<file path="src/rtl/pcs_pkg.sv">
// Code-group constants and transmit state encoding for the 1000BASE-X PCS
// ordered-set generator.
package pcs_pkg;

  localparam logic [7:0] K28_5 = 8'hBC;
  localparam logic [7:0] D5_6  = 8'hC5;
  localparam logic [7:0] D16_2 = 8'h50;
  localparam logic [7:0] K27_7 = 8'hFB;
  localparam logic [7:0] K29_7 = 8'hFD;
  localparam logic [7:0] K23_7 = 8'hF7;
  localparam logic [7:0] K30_7 = 8'hFE;

  // Each state names the code-group driven while it is the current state.
  typedef enum logic [2:0] {
    ST_IDLE_K,
    ST_IDLE_D,
    ST_SOP,
    ST_DATA,
    ST_EOP_T,
    ST_EOP_R
  } pcs_state_e;

  function automatic logic state_is_busy(input pcs_state_e s);
    return (s == ST_SOP) || (s == ST_DATA) || (s == ST_EOP_T) || (s == ST_EOP_R);
  endfunction

endpackage

</file>
<file path="src/rtl/pcs_tx_ordered_set.sv">
// GMII-to-code-group ordered-set generator (/I/, /S/, /T/, /R/, optional /V/).
// Define PCS_TX_ERR_PROP_EN to replace errored data octets with /V/.
module pcs_tx_ordered_set (
  input  logic       clk,
  input  logic       reset,
  input  logic [7:0] txd,
  input  logic       tx_en,
  input  logic       tx_er,
  input  logic       rd,
  output logic [7:0] data,
  output logic       control,
  output logic       tx_even,
  output logic       tx_busy
);
  import pcs_pkg::*;

  pcs_state_e state_q, state_d;
  logic [7:0] data_q, data_d;
  logic       control_q, control_d;
  logic       tx_even_q, tx_even_d;
  logic       rd_q, rd_d;

`ifndef PCS_TX_ERR_PROP_EN
  logic unused_tx_er;
  assign unused_tx_er = tx_er;
`endif

  always_comb begin
    state_d   = state_q;
    data_d    = data_q;
    control_d = control_q;
    tx_even_d = ~tx_even_q;
    rd_d      = rd_q;

    case (state_q)
      ST_IDLE_K: state_d = ST_IDLE_D;
      ST_IDLE_D: state_d = tx_en ? ST_SOP : ST_IDLE_K;
      ST_SOP,
      ST_DATA:   state_d = tx_en ? ST_DATA : ST_EOP_T;
      ST_EOP_T:  state_d = ST_EOP_R;
      // An /R/ on an even slot needs a second /R/ so idle resumes even.
      ST_EOP_R:  state_d = tx_even_q ? ST_EOP_R : ST_IDLE_K;
      default:   state_d = ST_IDLE_K;
    endcase

    case (state_d)
      ST_IDLE_K: begin
        data_d    = K28_5;
        control_d = 1'b1;
        rd_d      = rd;
      end
      ST_IDLE_D: begin
        data_d    = rd_q ? D5_6 : D16_2;
        control_d = 1'b0;
      end
      ST_SOP: begin
        data_d    = K27_7;
        control_d = 1'b1;
      end
      ST_DATA: begin
        data_d    = txd;
        control_d = 1'b0;
`ifdef PCS_TX_ERR_PROP_EN
        if (tx_er) begin
          data_d    = K30_7;
          control_d = 1'b1;
        end
`endif
      end
      ST_EOP_T: begin
        data_d    = K29_7;
        control_d = 1'b1;
      end
      ST_EOP_R: begin
        data_d    = K23_7;
        control_d = 1'b1;
      end
      default: begin
        data_d    = K28_5;
        control_d = 1'b1;
      end
    endcase
  end

  always_ff @(posedge clk) begin
    if (!reset) begin
      state_q   <= ST_IDLE_K;
      data_q    <= K28_5;
      control_q <= 1'b1;
      tx_even_q <= 1'b1;
      rd_q      <= 1'b0;
    end else begin
      state_q   <= state_d;
      data_q    <= data_d;
      control_q <= control_d;
      tx_even_q <= tx_even_d;
      rd_q      <= rd_d;
    end
  end

  assign data    = data_q;
  assign control = control_q;
  assign tx_even = tx_even_q;
  assign tx_busy = state_is_busy(state_q);

endmodule

</file>
<file path="config.mk">
export PLATFORM = sky130hd
export DESIGN_NAME = pcs_tx_ordered_set
export DESIGN_NICKNAME = d
export VERILOG_FILES = /design/src/rtl/pcs_pkg.sv /design/src/rtl/pcs_tx_ordered_set.sv
export SDC_FILE = /design/constraint.sdc
export NUM_CORES = 1
export LEC_CHECK = 0
export ABC_AREA = 1
export BUFFER_PORTS_ARGS = -buffer_cell sky130_fd_sc_hd__buf_2
export CAP_MARGIN = 20
export CORE_MARGIN = 1.5
export CORE_UTILIZATION = 30
export CTS_BUF_LIST = sky130_fd_sc_hd__clkbuf_4
export CTS_CLUSTER_DIAMETER = 40
export DETAILED_ROUTE_END_ITERATION = 10
export HOLD_SLACK_MARGIN = 0.15
export PLACE_DENSITY = 0.64
export SYNTH_ARGS = -nofsm -noshare
export SYNTH_HDL_FRONTEND = slang
export SYNTH_SLANG_ARGS = --single-unit
</file>
<file path="constraint.sdc">
create_clock -name clk -period 1.6 [get_ports clk]
set_input_delay 0.08 -clock clk [delete_from_list [all_inputs] [get_ports clk]]
set_output_delay 0.08 -clock clk [all_outputs]
set_load 0.03 [all_outputs]
</file>
==> results.toml <==
[sta]
period_minus_slack_ns = 1.48
tightest_slew_ns = 0.315
finalSetupViolations = 0
fin_skew_ns = 0.00331
grt_setup_unrepaired = "false"
fin_crit_sh_pct = 92.2
relSlewSlack_pct = 79.0
drv_slew = 0
fin_tns_setup_ns = 0
fmax_ghz = 0.678
finalHoldViolations = 0

[placed_design]
dp.cells = 147
place.gp.congestion = 0.897
place_hpwl_mm = 1.15
place_area_um2 = 873
portBuffers = 22

[clocking]
cts_buffers = 3
cts-root-buf = "clkbuf_4"
insertion_delay_ns = 0.28
clockBufferDepth = 2
cts_tree = "yes"
cts.sinks = 14
path_clk_slew_ns = 0.07
htreeDepth = 1
postCtsSetupBuffers = 0

[cells_and_area]
area_growth_pct = 38.2
fin_cells = 159
antenna_cells = 0
drive_gt1_share_pct = 37.4
postLayoutCellArea_um2 = 996
num-nets-final = 148

[yosys]
ys_warn_count = 0
ys_top_cells_by_area = "dfxtp_1 39%, nand2_1 7.8%, nor2_1 7.3%"
syn_area_per_cell_um2 = 7.51
synth_top_area_cell = "dfxtp_1"
synth.net_count = 111
synth_area_um2 = 721
synthCells = 96
synth_cell_type_count = 20
yosysTopAreaCellShare_pct = 38.9
synth_seq_cells = 14
synth_seq_area_share_pct = 38.9

[worst_setup_path]
critPathKind = "flop to flop"
r2r_cells = 12
crit_arrival_ns = 1.65
worstPathRequired_ns = 1.78
critPathLaunch = "state_q[2]$_SDFF_PN0_"
reg2reg_setup_slack_ns = 0.12
rr_startpoint = "state_q[2]$_SDFF_PN0_"
timing.rr.end = "data[2]$_SDFF_PN1_"
crit_path_end_kind = "flop"
crit_end = "data[2]$_SDFF_PN1_"
cp_max_fo = 6
worstSetupStartpointType = "flop"

[power_and_ir_drop]
max-vdd-ir-drop_mv = 0.681
power.density_nw_per_um2 = 992
power.total_w = 0.000988
p_leak_nw = 0.497

[floorplanning]
die_w_um = 52.0
initial_core_util_pct = 32.3
row_count = 17
fp.dieH_um = 52.0
dieArea_um2 = 2710
coreArea_um2 = 2230
io_pins = 24

[run_status]
status = "complete, no violations"

[global_routing]
antenna_found_initial = 0
grt.overflow.total = 0
grt_usage_pct = 12.8
grt_pass1_vias = 638
grt_max_degree = 8
grt_pass1_wl_mm = 2.55

[detailed_routing]
wl_per_cell_um = 9.19
drt_iter0_markers = 8
drtAntennaViolNets = 0
drtPass1Iterations = 3
vias = 695
totalWireLength_mm = 1.46
via_per_inst = 4.37
drc = 0

[min_path]
holdCritPathClass = "primary input to flop"

[run]
cap_violations = 0
-- flip-flops by register name, indices dropped and copies added (netlist names) --
name and count:
rd_q 1, data 8, tx_even 1, control 1, state_q 3
-- cell usage in the layout (no fill, tap or decap), types with 2 or more instances in the layout --
master	n
ha_1	2
inv_1	13
dfxtp_1	12
buf_2	22
nor2_2	4
nand2_4	4
nand3_2	3
nor2_4	2
dlygate4sd3_1	9
nand2_2	6
clkbuf_4	3
nor3_1	2
a21oi_1	3
nand4_1	2
nand2_1	15
nand3_1	6
nor2_1	14
-- area by class of cell --
cell class	instances	area, um2
fillers	236	1240
well taps	28	35.0
multi-input cells	67	389
flip-flops and latches	14	285
repair buffers	32	208
inverters	15	56.3
clock buffers	3	22.5
-- Yosys cell counts --
cell,number
nor2_1,14
a31oi_1,1
nand2_2,6
nor2_4,1
dfxtp_1,14
nand3_1,6
nand3_2,3
o21ai_1,1
a21oi_2,1
a21oi_1,3
nand2_4,4
inv_1,13
a21boi_0,1
nor3_1,2
inv_2,1
clkinv_1,1
nor2_2,5
ha_1,2
nand4_1,2
nand2_1,15
-- timing repair --
action	in CTS	in global routing
hold buffers	9	0
endpoints found under the hold margin	9	0
setup endpoints to repair	0	5
resized for setup	0	5
-- stage by stage --
stage / setup WS, ns / utilization (%) / hold slack (ns)
after floorplan: 0.204 / - / 0.150
after global placement: 0.0903 / 39.1 / 0.297
after detailed placement: 0.0580 / 39.1 / 0.294
after CTS: 0.0411 / 44.1 / 0.188
after global routing: 0.00373 / 44.6 / 0.240
final: 0.125 / 44.6 / 0.196
-- worst max-delay path, cell delays in order, from the launching register on --
cell      delay, ns
dfxtp_4        0.37
inv_2          0.04
ha_1           0.19
inv_1          0.06
nor2_1         0.03
inv_1          0.08
nand2_4        0.08
nand2_4        0.10
clkinv_1       0.09
nand2_1        0.07
nand3_2        0.11
nor2_4         0.10
nand2_1        0.05
-- how the worst min path moves through the flow --
stage / from / to / slack, ns / cells after the start
2_1_floorplan: reset / tx_even$_SDFF_PN1_ / 0.15 / 1
3_3_place_gp: txd[7] / data[7]$_SDFF_PN1_ / 0.30 / 3
3_5_place_dp: txd[7] / data[7]$_SDFF_PN1_ / 0.29 / 3
4_1_cts: txd[0] / data[0]$_SDFF_PN0_ / 0.19 / 5
5_1_grt: txd[0] / data[0]$_SDFF_PN0_ / 0.24 / 5
6_report: txd[0] / data[0]$_SDFF_PN0_ / 0.20 / 5
-- metal layers --
| metal | track usage, % | vias to the layer above | share of wire [%] |
|---|---|---|---|
| li1 | - | 372 | - |
| met2 | 21.5 | 16 | 48 |
| met4 | 2.63 | 0 | 0.68 |
| met5 | 0 | - | 0 |
| met3 | 5.17 | 2 | 6.2 |
| met1 | 15.1 | 305 | 45 |
-- logic make-up (layout without fill, tap and decap cells) --
logic type                 after synthesis  after routing  synth area share [%]
buffers and inverters                   15             50                  7.81
AOI/OAI and AO/OA                        7              7                  5.90
DFF                                     14             14                  38.9
and+or+nand+nor                         58             58                  43.9
adders and majority gates                2              2                  3.47
-- where the power goes --
| group | leakage, nW | switching [W] | internal (W) |
|---|---|---|---|
| Clock | 0.0138 | 0.000102 | 0.0000873 |
| Sequential | 0.118 | 0.0000198 | 0.000400 |
| Combinational | 0.366 | 0.000248 | 0.000130 |
Power figures use the tool's default switching activity.
